===== src/rtl/shift_add_mul_seq.sv =====
// Sequential unsigned shift-and-add multiplier: one conditional add plus shift per clock.
// Optional early termination is enabled by defining SHIFT_ADD_MUL_EARLY_TERM_EN.
module shift_add_mul_seq #(
  parameter int WIDTH = 32,
  parameter int CNT_W = 6
) (
  input  logic                 clk,
  input  logic                 rst_n,
  input  logic                 start,
  input  logic [WIDTH-1:0]     a,
  input  logic [WIDTH-1:0]     b,
  output logic                 busy,
  output logic                 done,
  output logic [2*WIDTH-1:0]   product,
  output logic [CNT_W-1:0]     iter
);

  typedef enum logic [1:0] {
    ST_IDLE = 2'd0,
    ST_RUN  = 2'd1,
    ST_DONE = 2'd2
  } state_t;

  localparam logic [CNT_W-1:0]   CNT_ZERO  = {CNT_W{1'b0}};
  localparam logic [CNT_W-1:0]   CNT_ONE   = CNT_W'(1);
  localparam logic [CNT_W-1:0]   CNT_LAST  = CNT_W'(WIDTH - 1);
  localparam logic [2*WIDTH-1:0] WIDE_ZERO = {(2*WIDTH){1'b0}};
  localparam logic [WIDTH-1:0]   OP_ZERO   = {WIDTH{1'b0}};

  state_t               state_r, state_nxt_s;
  logic [2*WIDTH-1:0]   acc_r, acc_nxt_s;
  logic [2*WIDTH-1:0]   mcand_r, mcand_nxt_s;
  logic [WIDTH-1:0]     mplier_r, mplier_nxt_s;
  logic [CNT_W-1:0]     cnt_r, cnt_nxt_s;
  logic [CNT_W-1:0]     iter_r, iter_nxt_s;
  logic [2*WIDTH-1:0]   product_r, product_nxt_s;
  logic                 busy_r, busy_nxt_s;
  logic                 done_r, done_nxt_s;
  logic [2*WIDTH-1:0]   add_term_s;

  // Next-state and datapath update for the IDLE/RUN/DONE controller.
  always_comb begin
    state_nxt_s  = state_r;
    acc_nxt_s    = acc_r;
    mcand_nxt_s  = mcand_r;
    mplier_nxt_s = mplier_r;
    cnt_nxt_s    = cnt_r;
    iter_nxt_s   = iter_r;
    add_term_s   = WIDE_ZERO;

    case (state_r)
      ST_IDLE: begin
        if (start) begin
          acc_nxt_s    = WIDE_ZERO;
          mcand_nxt_s  = {OP_ZERO, a};
          mplier_nxt_s = b;
          cnt_nxt_s    = CNT_ZERO;
          iter_nxt_s   = CNT_ZERO;
`ifdef SHIFT_ADD_MUL_EARLY_TERM_EN
          if (b == OP_ZERO) begin
            state_nxt_s = ST_DONE;
          end else begin
            state_nxt_s = ST_RUN;
          end
`else
          state_nxt_s  = ST_RUN;
`endif
        end else begin
          state_nxt_s = ST_IDLE;
        end
      end

      ST_RUN: begin
        if (mplier_r[0]) begin
          add_term_s = mcand_r;
        end else begin
          add_term_s = WIDE_ZERO;
        end
        // Unsigned product always fits in 2*WIDTH bits, so the carry out is dropped.
        acc_nxt_s    = acc_r + add_term_s;
        mcand_nxt_s  = mcand_r << 1;
        mplier_nxt_s = mplier_r >> 1;
        cnt_nxt_s    = cnt_r + CNT_ONE;
        iter_nxt_s   = cnt_r + CNT_ONE;
        if (cnt_r == CNT_LAST) begin
          state_nxt_s = ST_DONE;
`ifdef SHIFT_ADD_MUL_EARLY_TERM_EN
        end else if ((mplier_r >> 1) == OP_ZERO) begin
          state_nxt_s = ST_DONE;
`endif
        end else begin
          state_nxt_s = ST_RUN;
        end
      end

      ST_DONE: begin
        state_nxt_s = ST_IDLE;
      end

      default: begin
        state_nxt_s = ST_IDLE;
      end
    endcase
  end

  // Output values derived from the next state so busy/done/product come straight from flops.
  always_comb begin
    busy_nxt_s = (state_nxt_s == ST_RUN);
    done_nxt_s = (state_nxt_s == ST_DONE);
    if (state_nxt_s == ST_DONE) begin
      product_nxt_s = acc_nxt_s;
    end else begin
      product_nxt_s = product_r;
    end
  end

  // State, datapath and output registers with asynchronous clear.
  always_ff @(posedge clk or negedge rst_n) begin
    if (!rst_n) begin
      state_r   <= ST_IDLE;
      acc_r     <= WIDE_ZERO;
      mcand_r   <= WIDE_ZERO;
      mplier_r  <= OP_ZERO;
      cnt_r     <= CNT_ZERO;
      iter_r    <= CNT_ZERO;
      product_r <= WIDE_ZERO;
      busy_r    <= 1'b0;
      done_r    <= 1'b0;
    end else begin
      state_r   <= state_nxt_s;
      acc_r     <= acc_nxt_s;
      mcand_r   <= mcand_nxt_s;
      mplier_r  <= mplier_nxt_s;
      cnt_r     <= cnt_nxt_s;
      iter_r    <= iter_nxt_s;
      product_r <= product_nxt_s;
      busy_r    <= busy_nxt_s;
      done_r    <= done_nxt_s;
    end
  end

  assign busy    = busy_r;
  assign done    = done_r;
  assign product = product_r;
  assign iter    = iter_r;

endmodule

===== config.mk =====
export PLATFORM = sky130hd
export DESIGN_NAME = shift_add_mul_seq
export DESIGN_NICKNAME = d
export VERILOG_FILES = /design/src/rtl/shift_add_mul_seq.sv
export SDC_FILE = /design/constraint.sdc
export NUM_CORES = 1
export LEC_CHECK = 0
export BUFFER_PORTS_ARGS = -buffer_cell sky130_fd_sc_hd__buf_2
export CAP_MARGIN = 15
export CORE_ASPECT_RATIO = 0.75
export CORE_MARGIN = 1.5
export CORE_UTILIZATION = 62
export DETAILED_ROUTE_END_ITERATION = 10
export GPL_ROUTABILITY_DRIVEN = 0
export GPL_TIMING_DRIVEN = 0
export PLACE_DENSITY = 0.83
export SETUP_SLACK_MARGIN = 0.15
export SYNTH_ARGS = -nofsm -noshare
export SYNTH_HDL_FRONTEND = slang
export SYNTH_SLANG_ARGS = --single-unit

===== constraint.sdc =====
create_clock -name clk -period 10.25 [get_ports clk]
set_input_delay 2.05 -clock clk [delete_from_list [all_inputs] [get_ports clk]]
set_output_delay 2.05 -clock clk [all_outputs]
set_load 0.01 [all_outputs]

# Word-level counts from Yosys, hierarchy flattened
# Index checks and enable logic that the tools add are counted.
# op_classes
n_addsub,2
eq_ne,5
n_mux,13
n_reduce_logical,3
# ops
operator,count
$mux 64,4
$pmux 64 s2,2
$add 64x64->64,1
$pmux 32 s2,1
$mux 32,1
$pmux 6 s2,1
$add 6x1->6 const B,1
$eq 6x5->1 const B,1
$mux 6,1
$eq 2x1->1 const B,2
$pmux 2 s2,1
$eq 2x2->1 const B,1
$logic_not 2->1,1
$mux 2,1
$ne 2x2->1 const B,1
$reduce_and 2->1,1
$reduce_bool 2->1,1
$mux 1,1
# totals
ff_bits,234
inputBits,67
out_inout_bits,72

# Depth between registers and ports, before layout
# depth
ltp_word,4
depth_mapped,15
depth_no_buf,13

# Worst setup path before layout
# OpenSTA, ideal clock, no wires.
# synth_path
path_type,reg-to-reg
startpoint,register mplier_r[0]
endpoint,"register product_r[60], in the netlist product[60]"
setup_ns,0.125
arrival_ns,3.383
t_required_ns,10.125
setup_slack_ns,6.742
path_stages_with_launch,16
n_path_buf,2
period_less_slack_ns,3.508
cell_sequence,dfrtp_1 clkbuf_1 clkbuf_1 and2_1 ha_1 inv_1 fa_1 nand2b_1 a21o_1 a2111oi_4 o21ai_2 a2111oi_4 o21ai_1 o211ai_1 xor2_1 mux2_2
# synth_via
elab_chain_cells,4
# synth_rtl
item,line_no,rtl
from (decl),33,"logic [WIDTH-1:0] mplier_r, mplier_nxt_s;"
from (signal assigned),133,mplier_r <= mplier_nxt_s;
$mux 64,74,if (mplier_r[0]) begin
$mux 64,51,case (state_r)
$add 64x64->64,80,acc_nxt_s = acc_r + add_term_s;
$pmux 64 s2,51,
to (signal assigned),136,product_r <= product_nxt_s;
to (decl),36,"logic [2*WIDTH-1:0] product_r, product_nxt_s;"
# No other way between the ends. The select of a mux whose other input is x is not followed.
# A chain may end at the register's enable or synchronous reset.

# Final worst setup path
# Ends and elaborated chain as after synthesis.

==> summary.md <==
| Metric | Value |
|---|---|
| Synth top area cells | dfrtp_1 (44%), nand2_1 (8.5%), ha_1 (6.0%), o21ai_0 (6.0%), mux2i_1 (4.8%) |
| Most frequent cell after synthesis | nand2_1 |
| Initial Utilization | 63.2% |
| Largest family of logic cells by synthesized area | compound AO/OA/AOI/OAI gates |
| Pins Over Slew Limit | 0 |
| Cts repair resizes | 0 |
| Final setup viols | 0 |
| Arr. time, crit path | 5.29 ns |
| Maximum Capacitance Violations | 0 |
| Multi-input gate area | 0.00714 sq mm |
| FILL cells | 1,636 |
| Simple-Gate Fraction of Synth Area | 16.9% |
| Clk_skew | 0.0129 ns |
| Post-synthesis register bit count | 234 |
| TritonCTS clock tree | built |
| Post-synthesis mux area share | 6.06% |
| Status | complete, no violations |
| Period utilisation layout | 47.5% |
| EDFF count, synth | 0 |
| Place WS | 5.59 ns |
| Placed cells | 1,893 |
| Post-synth top area share | 43.8% |
| Layout cells sized above 1 | 13.1% |
| CP Launch Type | flip-flop |
| WP data required | 10.67 ns |
| CP Max Fanout | 10 |
| Final worst slack | 5.38 ns |
| Setup TNS | 0 ns |
| Asr flop ratio synth | 100% |
| Min Tclk post-route | 4.87 ns |
| Slew headroom | 22.4% |
| I/O pin count | 139 |
| Postcts setup bufs | 0 |
| Die W | 172 microns |
| Synth area leader | dfrtp_1 |
| Netlist cell types | 63 |
| GRT overflow | 0 |
| Skew-Pair Late Insertion Delay | 0.54 ns |
| Die ar. | 0.0224 sq mm |
| Synth Instances | 1,466 |
| Finished Cell Area | 0.0152 sq mm |
| 1st-iter DRT viols | 1,392 |
| Core Region | 0.0211 sq mm |
| Post-synth top cells | nand2_1 (304), dfrtp_1 (234), o21ai_0 (160) |
| First-pass GRT wire length | 59,300 microns |
| Drt total wl | 37,500 microns |
| CP bufs+invs | 2 |
| Mapped cell area | 0.0134 sq mm |
| # hold bufs at CTS | 0 |
| Min-delay worst type | flip-flop to flip-flop |
| # diodes | 0 |
| Pwr Density | 318 mW/mm^2 |
| Compound-Gate Fraction of Synth Area | 20.4% |
| Setup crit end kind | flip-flop |
| Final Non-Filler Cells | 1,934 |
| Worst vdd ir | 0.000178 V |
| Syn nets | 1,598 |
| Vias post-DR | 11,900 |
| Global-route usage over all layers | 34.2% |
| Nets | 1,762 |
| Syn_area_per_cell | 9.11 sq um |
| HPWL after detailed placement | 27,200 microns |
| Die H | 130 microns |
| CTS sink count | 234 |
| Slew @ Worst Pin | 1.16 ns |
| Sequential fraction of the synthesis area | 43.8% |
| H-tree depth | 1 |
| DRT antenna net count | 0 |
| Worst path slowest cell | clkbuf_1 |
| DRC viols | 0 |
| Critical path class | flip-flop to flip-flop |
| Clk root buf | clkbuf_16 |
| Crit-path max cell delay | 0.67 ns |
| Total CTS buffers | 23 |
| Initial antenna violation count | 1 |
| Vias in the first global route | 11,400 |
| DP Area | 0.0144 sq mm |
| Largest net degree at the start of global routing | 122 |
| Adder-cell area share of the yosys netlist | 6.14% |
| I/O Buffers | 138 |
| Max clock buf depth | 3 |
| RSZ-0062 raised after global routing | false |
| Delay-heaviest family, CP | compound AO/OA/AOI/OAI gates |
| Register area | 0.00586 sq mm |
| Post-Synth XOR/XNOR Area | 3.87% |
| DR WL/cell | 19.4 microns |
| Row count | 46 |
| First-pass iteration count of the detailed router | 6 |
| Final hold viol count | 0 |
| Vias per cell | 6.18 |
| Worst-path clk slew | 0.06 ns |
| CP cell instances | clkbuf_1, clkbuf_1, nand2_1, fa_1, nand2b_1, a21o_1, a2111oi_4, o21ai_2, a2111oi_4, o21ai_1, o211ai_1, xor2_1, mux2_2 |
| Leakage | 6.87 nW |
| Fmax | 205 MHz |
| Area growth syn-to-layout | 13.6% |
| Top_reg_cell synth | dfrtp_1 |
| Worst Hold Slack | 0.467 ns |
| YS warnings | 0 |
## layout by cell type (no fill, tap or decap), types with 9 or more instances in the layout
| master | n |
|---|---|
| a21o_1 | 22 |
| a21oi_1 | 93 |
| a22o_1 | 52 |
| a31oi_1 | 12 |
| and2_1 | 66 |
| buf_2 | 145 |
| clkbuf_1 | 69 |
| clkbuf_16 | 23 |
| dfrtp_1 | 234 |
| ha_1 | 64 |
| inv_1 | 13 |
| mux2_2 | 15 |
| mux2i_1 | 64 |
| nand2_1 | 304 |
| nand2b_1 | 10 |
| nand3_1 | 18 |
| nand4_1 | 13 |
| nor2_1 | 63 |
| nor3_1 | 10 |
| o211ai_1 | 9 |
| o21ai_0 | 160 |
| o21bai_1 | 11 |
| xnor2_1 | 35 |
| xor2_1 | 24 |
## area by class of cell
type | instances | share of cell area [%]
Tap cell | 288 | 2.37
Buffer | 82 | 2.10
Clock inverter | 11 | 0.668
Sequential cell | 234 | 38.6
Clock buffer | 30 | 4.16
Multi-Input combinational cell | 1137 | 47.0
Timing Repair Buffer | 139 | 4.80
Inverter | 13 | 0.321
## worst register-to-register path, delay by kind of cell (launching register included)
family / cells / cell delay (ns)
AO/OA/AOI/OAI: 6 / 1.88
XOR/XNOR: 1 / 0.13
adder cells (fa/ha/maj): 1 / 0.45
buffers and inverters: 2 / 1.24
flip-flops: 1 / 0.37
multiplexers: 1 / 0.28
AND/OR/NAND/NOR: 2 / 0.41
## registers in the layout, summed over array words and instances (netlist names)
register	cells
done	1
product	64
mcand_r	64
busy	1
mplier_r	32
state_r	2
iter	6
acc_r	64
## path summary, 6_finish.rpt
path                                               from                      end  slack (ns)  cells past startpoint
worst max-delay path            mplier_r[0]$_DFFE_PN0P_  product[60]$_DFFE_PN0P_        5.38                     13
worst min-delay path             product[6]$_DFFE_PN0P_   product[6]$_DFFE_PN0P_        0.47                      2
worst max register to register  mplier_r[0]$_DFFE_PN0P_  product[60]$_DFFE_PN0P_        5.38                     13
worst min register to register   product[6]$_DFFE_PN0P_   product[6]$_DFFE_PN0P_        0.47                      2
max in group asynchronous                         rst_n      iter[2]$_DFFE_PN0P_        7.61                      2
min in group asynchronous                         rst_n  mcand_r[20]$_DFFE_PN0P_        1.54                      1
## power by group
| group | switching [mW] | internal [mW] |
|---|---|---|
| sequential | 0.270 | 1.34 |
| clock | 0.371 | 0.464 |
| combinational | 1.47 | 0.915 |
| total | 2.12 | 2.72 |
## cells by family (layout without fill, tap and decap cells)
kind of cell,count (synthesis),in the layout
simple gates,511,511
compound gates,423,423
flops,234,234
buf+inv,95,275
mux,79,79
fa+ha+maj,65,65
xor+xnor,59,59
## through the flow
step | util [%] | power, mW
after global routing | 71.9 | 5.17
final | 71.9 | 4.83
after detailed placement | 68.4 | 3.92
after global placement | 68.2 | 3.82
after floorplan | - | 3.23
after CTS | 71.9 | 4.79
## per-layer routing
layer | vias up | routed length (microns) | track usage [%] | share of wire (%)
li1 | 5508 | - | - | -
met1 | 5711 | 16200 | 48.3 | 43
met2 | 638 | 15600 | 49.6 | 42
met3 | 92 | 4370 | 10.6 | 12
met4 | 0 | 1260 | 12.2 | 3.4
met5 | - | 0 | 0 | 0
Note: power is estimated with default switching activity, not from simulation.
